## src/rtl/alu_issue_stage.sv

```systemverilog
// RV32I decode/issue stage feeding the ALU: combinational decode into a
// registered output word backed by a one-entry skid buffer.
module alu_issue_stage (
   input  logic        clk,
   input  logic        rst,
   input  logic        flush,
   input  logic        in_valid,
   output logic        in_ready,
   input  logic [31:0] instr,
   input  logic [31:0] pc,
   input  logic [31:0] rs1_data,
   input  logic [31:0] rs2_data,
   output logic        out_valid,
   input  logic        out_ready,
   output logic [31:0] alu_in1,
   output logic [31:0] alu_in2,
   output logic [3:0]  alu_op,
   output logic [4:0]  rd,
   output logic        reg_write,
   output logic        is_branch,
   output logic        branch_on_zero,
   output logic        is_load,
   output logic        is_store,
   output logic        illegal
);

   localparam logic [3:0] OP_ADD       = 4'b0000;
   localparam logic [3:0] OP_SUB       = 4'b0001;
   localparam logic [3:0] OP_AND       = 4'b0010;
   localparam logic [3:0] OP_OR        = 4'b0011;
   localparam logic [3:0] OP_XOR       = 4'b0100;
   localparam logic [3:0] OP_U_HIGH_EQ = 4'b0111;
   localparam logic [3:0] OP_S_HIGH_EQ = 4'b1000;
   localparam logic [3:0] OP_U_LOWER   = 4'b1001;
   localparam logic [3:0] OP_S_LOWER   = 4'b1010;
   localparam logic [3:0] OP_SLL       = 4'b1101;
   localparam logic [3:0] OP_SRL       = 4'b1110;
   localparam logic [3:0] OP_SRA       = 4'b1111;

   localparam logic [6:0] OPC_OP     = 7'b0110011;
   localparam logic [6:0] OPC_OP_IMM = 7'b0010011;
   localparam logic [6:0] OPC_LUI    = 7'b0110111;
   localparam logic [6:0] OPC_AUIPC  = 7'b0010111;
   localparam logic [6:0] OPC_LOAD   = 7'b0000011;
   localparam logic [6:0] OPC_STORE  = 7'b0100011;
   localparam logic [6:0] OPC_BRANCH = 7'b1100011;

   localparam logic [6:0] F7_ZERO = 7'b0000000;
   localparam logic [6:0] F7_ALT  = 7'b0100000;

   typedef struct packed {
      logic [31:0] in1;
      logic [31:0] in2;
      logic [3:0]  op;
      logic [4:0]  rd;
      logic        reg_write;
      logic        is_branch;
      logic        boz;
      logic        is_load;
      logic        is_store;
      logic        illegal;
   } dec_t;

   dec_t        dec;
   dec_t        main_q, main_d, skid_q, skid_d;
   logic        main_vld_q, main_vld_d, skid_vld_q, skid_vld_d;
   logic        ill, f7_zero, f7_alt_ok, accept, main_free;
   logic [6:0]  opcode, funct7;
   logic [2:0]  funct3;
   logic [31:0] imm_i, imm_s, imm_u, shamt_r, shamt_i;

   assign opcode    = instr[6:0];
   assign funct3    = instr[14:12];
   assign funct7    = instr[31:25];
   assign f7_zero   = (funct7 == F7_ZERO);
   assign f7_alt_ok = f7_zero || (funct7 == F7_ALT);
   assign imm_i     = {{20{instr[31]}}, instr[31:20]};
   assign imm_s     = {{20{instr[31]}}, instr[31:25], instr[11:7]};
   assign imm_u     = {instr[31:12], 12'b0};
   assign shamt_r   = {27'b0, rs2_data[4:0]};
   assign shamt_i   = {27'b0, instr[24:20]};

   always_comb begin
      dec = '0;
      ill = 1'b0;
      if (instr[1:0] != 2'b11) begin
         ill = 1'b1;
      end else begin
         case (opcode)
            OPC_OP: begin
               dec.in1       = rs1_data;
               dec.in2       = rs2_data;
               dec.rd        = instr[11:7];
               dec.reg_write = 1'b1;
               ill           = !f7_zero;
               case (funct3)
                  3'b000: begin
                     dec.op = (funct7 == F7_ALT) ? OP_SUB : OP_ADD;
                     ill    = !f7_alt_ok;
                  end
                  3'b001: begin
                     dec.op  = OP_SLL;
                     dec.in2 = shamt_r;
                  end
                  3'b010: dec.op = OP_S_LOWER;
                  3'b011: dec.op = OP_U_LOWER;
                  3'b100: dec.op = OP_XOR;
                  3'b101: begin
                     dec.op  = (funct7 == F7_ALT) ? OP_SRA : OP_SRL;
                     dec.in2 = shamt_r;
                     ill     = !f7_alt_ok;
                  end
                  3'b110: dec.op = OP_OR;
                  default: dec.op = OP_AND;
               endcase
            end
            OPC_OP_IMM: begin
               dec.in1       = rs1_data;
               dec.in2       = imm_i;
               dec.rd        = instr[11:7];
               dec.reg_write = 1'b1;
               case (funct3)
                  3'b000: dec.op = OP_ADD;
                  3'b001: begin
                     dec.op  = OP_SLL;
                     dec.in2 = shamt_i;
                     ill     = !f7_zero;
                  end
                  3'b010: dec.op = OP_S_LOWER;
                  3'b011: dec.op = OP_U_LOWER;
                  3'b100: dec.op = OP_XOR;
                  3'b101: begin
                     dec.op  = (funct7 == F7_ALT) ? OP_SRA : OP_SRL;
                     dec.in2 = shamt_i;
                     ill     = !f7_alt_ok;
                  end
                  3'b110: dec.op = OP_OR;
                  default: dec.op = OP_AND;
               endcase
            end
            OPC_LUI, OPC_AUIPC: begin
               dec.in1       = (opcode == OPC_AUIPC) ? pc : 32'b0;
               dec.in2       = imm_u;
               dec.rd        = instr[11:7];
               dec.reg_write = 1'b1;
            end
            OPC_LOAD: begin
               dec.in1       = rs1_data;
               dec.in2       = imm_i;
               dec.rd        = instr[11:7];
               dec.reg_write = 1'b1;
               dec.is_load   = 1'b1;
            end
            OPC_STORE: begin
               dec.in1      = rs1_data;
               dec.in2      = imm_s;
               dec.is_store = 1'b1;
            end
            OPC_BRANCH: begin
               dec.in1       = rs1_data;
               dec.in2       = rs2_data;
               dec.is_branch = 1'b1;
               case (funct3)
                  3'b000: begin
                     dec.op  = OP_SUB;
                     dec.boz = 1'b1;
                  end
                  3'b001: dec.op = OP_SUB;
                  3'b100: dec.op = OP_S_LOWER;
                  3'b101: dec.op = OP_S_HIGH_EQ;
                  3'b110: dec.op = OP_U_LOWER;
                  3'b111: dec.op = OP_U_HIGH_EQ;
                  default: ill = 1'b1;
               endcase
            end
            default: ill = 1'b1;
         endcase
      end
      // A malformed word issues as a harmless ADD 0,0 that never writes back.
      if (ill) begin
         dec         = '0;
         dec.illegal = 1'b1;
      end
      if (dec.rd == 5'd0) dec.reg_write = 1'b0;
   end

   assign accept    = in_valid && !skid_vld_q;
   assign main_free = !main_vld_q || out_ready;

   always_comb begin
      main_d     = main_q;
      skid_d     = skid_q;
      main_vld_d = main_vld_q;
      skid_vld_d = skid_vld_q;
      if (main_free) begin
         if (skid_vld_q) begin
            main_d     = skid_q;
            main_vld_d = 1'b1;
            skid_vld_d = 1'b0;
         end else if (accept) begin
            main_d     = dec;
            main_vld_d = 1'b1;
         end else begin
            main_vld_d = 1'b0;
         end
      end else if (accept) begin
         skid_d     = dec;
         skid_vld_d = 1'b1;
      end
   end

   always_ff @(posedge clk) begin
      if (rst || flush) begin
         main_q     <= '0;
         skid_q     <= '0;
         main_vld_q <= 1'b0;
         skid_vld_q <= 1'b0;
      end else begin
         main_q     <= main_d;
         skid_q     <= skid_d;
         main_vld_q <= main_vld_d;
         skid_vld_q <= skid_vld_d;
      end
   end

   assign in_ready       = !skid_vld_q;
   assign out_valid      = main_vld_q;
   assign alu_in1        = main_q.in1;
   assign alu_in2        = main_q.in2;
   assign alu_op         = main_q.op;
   assign rd             = main_q.rd;
   assign reg_write      = main_q.reg_write;
   assign is_branch      = main_q.is_branch;
   assign branch_on_zero = main_q.boz;
   assign is_load        = main_q.is_load;
   assign is_store       = main_q.is_store;
   assign illegal        = main_q.illegal;

endmodule

```

## config.mk

```make
export PLATFORM = sky130hd
export DESIGN_NAME = alu_issue_stage
export DESIGN_NICKNAME = d
export VERILOG_FILES = /design/src/rtl/alu_issue_stage.sv
export SDC_FILE = /design/constraint.sdc
export NUM_CORES = 1
export LEC_CHECK = 0
export ABC_AREA = 1
export CAP_MARGIN = 30
export CORE_MARGIN = 5
export CORE_UTILIZATION = 30
export DETAILED_ROUTE_END_ITERATION = 7
export DONT_BUFFER_PORTS = 1
export REMOVE_ABC_BUFFERS = 1
export SLEW_MARGIN = 10
export SYNTH_ARGS = -nofsm -noshare
export SYNTH_HDL_FRONTEND = slang
export SYNTH_SLANG_ARGS = --single-unit
```

## constraint.sdc

```tcl
create_clock -name clk -period 2.02 [get_ports clk]
set_clock_uncertainty 0.1 [all_clocks]
set_input_delay 0.404 -clock clk [delete_from_list [all_inputs] [get_ports clk]]
set_output_delay 0.404 -clock clk [all_outputs]
set_load 0.01 [all_outputs]
```

==> impl_results.html <==
<table>
<tr><th>Metric</th><th>Value</th></tr>
<tr><th colspan="2">Finish</th></tr>
<tr><td>Area of all placed cells without fillers</td><td>9080 um2</td></tr>
<tr><td>Filler cells</td><td>2763</td></tr>
<tr><td>Layout cell share with drive strength beyond 1</td><td>0.0906</td></tr>
<tr><td>Synth-to-Final Area Change</td><td>15.9%</td></tr>
<tr><td>Number of nets at the end of the flow</td><td>1304</td></tr>
<tr><th colspan="2">Clock tree</th></tr>
<tr><td>CTS tree</td><td>built</td></tr>
<tr><td>Number of levels the H-tree was split into</td><td>4</td></tr>
<tr><td># resized after CTS</td><td>0</td></tr>
<tr><td>Root cell of the clock tree</td><td>sky130_fd_sc_hd__clkbuf_16</td></tr>
<tr><td>Setup Buffers After CTS</td><td>0</td></tr>
<tr><td>Clock input transition at the sequential cells of the worst setup and hold paths</td><td>0.07 ns</td></tr>
<tr><td>Max clock buf depth</td><td>2</td></tr>
<tr><td>Number of clock buffers inserted by TritonCTS</td><td>17</td></tr>
<tr><td>Clk sinks</td><td>160</td></tr>
<tr><td>Latest clock arrival within the worst-skew pair</td><td>0.42 ns</td></tr>
<tr><td>Number of hold buffers added after CTS</td><td>0</td></tr>
<tr><th colspan="2">Synthesis</th></tr>
<tr><td>Post-synth cell types</td><td>34</td></tr>
<tr><td>Largest area contributor in the netlist</td><td>sky130_fd_sc_hd__dfxtp_1</td></tr>
<tr><td>Netlist area before placement</td><td>7840 um2</td></tr>
<tr><td>Synthesized flop and latch total</td><td>160</td></tr>
<tr><td>Synthesized instance count</td><td>1193</td></tr>
<tr><td>Average footprint of a synthesized cell</td><td>6.57 um2</td></tr>
<tr><td>Number of warning messages in the yosys log</td><td>0</td></tr>
<tr><td>Proportion of netlist area held by the largest area contributor</td><td>0.409</td></tr>
<tr><td>Leading cell types by total area after synthesis</td><td>sky130_fd_sc_hd__dfxtp_1 (41%), sky130_fd_sc_hd__nand2_1 (13%), sky130_fd_sc_hd__a21oi_1 (12%)</td></tr>
<tr><td>Register area share after synthesis</td><td>0.409</td></tr>
<tr><th colspan="2">Power</th></tr>
<tr><td>Clock network fraction of total power</td><td>0.493</td></tr>
<tr><td>Switching power of the nets</td><td>0.00169 W</td></tr>
<tr><td>Combinational Power Share</td><td>0.060</td></tr>
<tr><td>Total internal power</td><td>0.00541 W</td></tr>
<tr><td>Leak</td><td>3.20 nW</td></tr>
<tr><td>Reg power frac</td><td>0.447</td></tr>
<tr><td>Sw frac</td><td>0.238</td></tr>
<tr><td>Worst ir drop on vdd</td><td>0.408 mV</td></tr>
<tr><td>Power density cells</td><td>782 nW/um2</td></tr>
<tr><th colspan="2">Setup path</th></tr>
<tr><td>Crit start category</td><td>register</td></tr>
<tr><td>Endpoint type of the worst setup path</td><td>output pin</td></tr>
<tr><td>Kind of critical path</td><td>register to output pin</td></tr>
<tr><td>Critical-path maximum fanout</td><td>93</td></tr>
<tr><td>Data arrival at the endpoint of the critical path</td><td>1.25 ns</td></tr>
<tr><td>Critical path data required time</td><td>1.52 ns</td></tr>
<tr><th colspan="2">Worst hold path</th></tr>
<tr><td>Type of the tightest min-delay check</td><td>primary input to register</td></tr>
<tr><th colspan="2">Timing</th></tr>
<tr><td>Total count of max-transition violations in the final report</td><td>0</td></tr>
<tr><td>Setup repair after global routing missed its margin</td><td>false</td></tr>
<tr><td>Max-slew headroom</td><td>0.463</td></tr>
<tr><td>Post-route minimum period</td><td>1.76 ns</td></tr>
<tr><td>Slew at the pin closest to its max-slew limit</td><td>0.805 ns</td></tr>
<tr><td>Endpoints failing hold</td><td>0</td></tr>
<tr><td>Highest attainable clock frequency</td><td>569 MHz</td></tr>
<tr><td>Post-route setup TNS</td><td>0 ns</td></tr>
<tr><td>Final worst path period share</td><td>0.870</td></tr>
<tr><td>Final setup fails</td><td>0</td></tr>
<tr><th colspan="2">Floorplanning</th></tr>
<tr><td>Die Width</td><td>172 um</td></tr>
<tr><td>Area enclosed by the die boundary</td><td>29500 um2</td></tr>
<tr><td>Placeable core region</td><td>25900 um2</td></tr>
<tr><td>Count of pins on the block boundary</td><td>214</td></tr>
<tr><td>Std cell rows</td><td>59</td></tr>
<tr><td>Vert. Die Dim</td><td>172 um</td></tr>
<tr><td>Starting utilization of the core area</td><td>0.303</td></tr>
<tr><th colspan="2">Detailed routing</th></tr>
<tr><td>Total number of vias</td><td>7788</td></tr>
<tr><td>Routed Antenna Nets</td><td>0</td></tr>
<tr><td>Starting DRT DRC Count</td><td>715</td></tr>
<tr><td>DRT Pass-1 Iters</td><td>5</td></tr>
<tr><td>DRC Markers</td><td>0</td></tr>
<tr><td>Routed WL</td><td>26200 um</td></tr>
<tr><td>Routed wire length per instance</td><td>17.2 um</td></tr>
<tr><td>Vias/cell</td><td>5.13</td></tr>
<tr><th colspan="2">Status</th></tr>
<tr><td>Outcome</td><td>completed</td></tr>
<tr><th colspan="2">Placement</th></tr>
<tr><td>Instance area at placement</td><td>8450 um2</td></tr>
<tr><td>Final HPWL from detailed placement</td><td>17500 um</td></tr>
<tr><td>Gp weighted congestion</td><td>0.872</td></tr>
<tr><td>Port bufs</td><td>0</td></tr>
<tr><th colspan="2">Run</th></tr>
<tr><td>MaxCap Viol Count</td><td>0</td></tr>
<tr><th colspan="2">Global route</th></tr>
<tr><td>Pin count of the biggest net entering global routing</td><td>94</td></tr>
<tr><td>GRT Resource Usage Total</td><td>0.172</td></tr>
<tr><td>Number of antenna violations at the first check in global routing</td><td>1</td></tr>
<tr><td>Number of global-route vias before repair</td><td>7091</td></tr>
<tr><td>Total overflow reported by the global router</td><td>0</td></tr>
<tr><td>Global-route wire length before repair</td><td>40100 um</td></tr>
</table>
## synth_stat cells, drive strengths merged
cell       n
nor4       1
o211ai     8
nand2    285
a21o       1
nor2     188
inv       37
o21a       1
clkbuf    72
o22ai      3
clkinv     2
nand4      2
o2111ai    1
o21bai     1
dfxtp    160
buf       21
nor3       3
or2        1
a31oi     22
ha         3
nand3     81
o21ai    117
a21oi    183
## stage by stage
stage | util | hold slack [ns] | power (W) | cells | worst slack [ns]
global route | 0.350 | 0.0509 | 0.00739 | 1516 | 0.0737
floorplan | - | 0.346 | 0.00350 | 1100 | -4.58
global placement | 0.326 | 0.352 | 0.00367 | 1484 | -0.160
detailed placement | 0.326 | 0.356 | 0.00367 | 1484 | -0.212
CTS | 0.350 | 0.0252 | 0.00721 | 1516 | 0.230
finish | 0.351 | 0.0501 | 0.00710 | 1517 | 0.263
## layer usage
layer,track usage,share of wire,vias to the layer above
li1,-,-,3905
met1,0.234,0.46,3653
met2,0.264,0.44,205
met3,0.0575,0.079,23
met4,0.0448,0.014,2
met5,0,0.00076,-
## layout make-up
| class | count | area [um2] | area share |
|---|---|---|---|
| Inverter | 39 | 154 | 0.0169 |
| Antenna cell | 1 | 2.50 | 0.000276 |
| Multi-Input combinational cell | 901 | 4110 | 0.452 |
| Clock inverter | 12 | 180 | 0.0198 |
| Tap cell | 335 | 419 | 0.0461 |
| Sequential cell | 160 | 3200 | 0.353 |
| Timing Repair Buffer | 49 | 568 | 0.0625 |
| Clock buffer | 20 | 447 | 0.0492 |
## final timing paths
| check | start | end | slack (ns) | depth (start not counted) |
|---|---|---|---|---|
| max reg2reg | skid_vld_q$_SDFFE_PP0P_ | skid_q[11]$_SDFFE_PP0P_ | 0.30 | 6 |
| min | instr[11] | skid_q[10]$_SDFFE_PP0P_ | 0.05 | 2 |
| min reg2reg | skid_q[75]$_SDFFE_PP0P_ | skid_q[75]$_SDFFE_PP0P_ | 0.36 | 2 |
| max | skid_vld_q$_SDFFE_PP0P_ | in_ready | 0.26 | 2 |
## flip-flops by register name (all words and copies together) (netlist names), 4 cells and up
signal / count
skid_q: 79
rd: 5
alu_in1: 32
alu_in2: 32
alu_op: 4
## cells in the final DEF (no fill, tap or decap), types with 3 or more instances in the layout
master	count
sky130_fd_sc_hd__o21ai_0	83
sky130_fd_sc_hd__inv_1	28
sky130_fd_sc_hd__inv_6	3
sky130_fd_sc_hd__buf_12	16
sky130_fd_sc_hd__clkbuf_16	17
sky130_fd_sc_hd__nor2_1	182
sky130_fd_sc_hd__o21ai_1	33
sky130_fd_sc_hd__bufinv_16	4
sky130_fd_sc_hd__nand2_2	4
sky130_fd_sc_hd__o211ai_1	8
sky130_fd_sc_hd__nor2_4	4
sky130_fd_sc_hd__buf_4	33
sky130_fd_sc_hd__a21oi_1	183
sky130_fd_sc_hd__nand2_1	280
sky130_fd_sc_hd__ha_1	3
sky130_fd_sc_hd__inv_2	6
sky130_fd_sc_hd__a31oi_1	22
sky130_fd_sc_hd__nand3_1	79
sky130_fd_sc_hd__dfxtp_1	159
sky130_fd_sc_hd__clkinv_2	4
## power groups by stage
stage | Clock (W) | Combinational, W | Sequential (W)
global route | 0.00374 | 0.000474 | 0.00317
detailed placement | 0 | 0.000426 | 0.00325
floorplan | 0 | 0.000250 | 0.00325
CTS | 0.00361 | 0.000428 | 0.00317
finish | 0.00350 | 0.000427 | 0.00318
global placement | 0 | 0.000425 | 0.00325
## worst max-delay path, stage by stage, from the launching register on
cell	delay [ns]
sky130_fd_sc_hd__dfxtp_2	0.34
sky130_fd_sc_hd__clkinv_2	0.07
sky130_fd_sc_hd__buf_12	0.38
## cells by family (layout without fill, tap and decap cells)
kind of cell / after synthesis / in the layout / share of synthesized area
other: 0 / 1 / 0
adder cells (fa/ha/maj): 3 / 3 / 0.00479
flip-flops: 160 / 160 / 0.409
AO/OA/AOI/OAI: 337 / 337 / 0.226
buffers and inverters: 132 / 120 / 0.0706
AND/OR/NAND/NOR: 561 / 561 / 0.290
(Power assumes the default switching activity.)
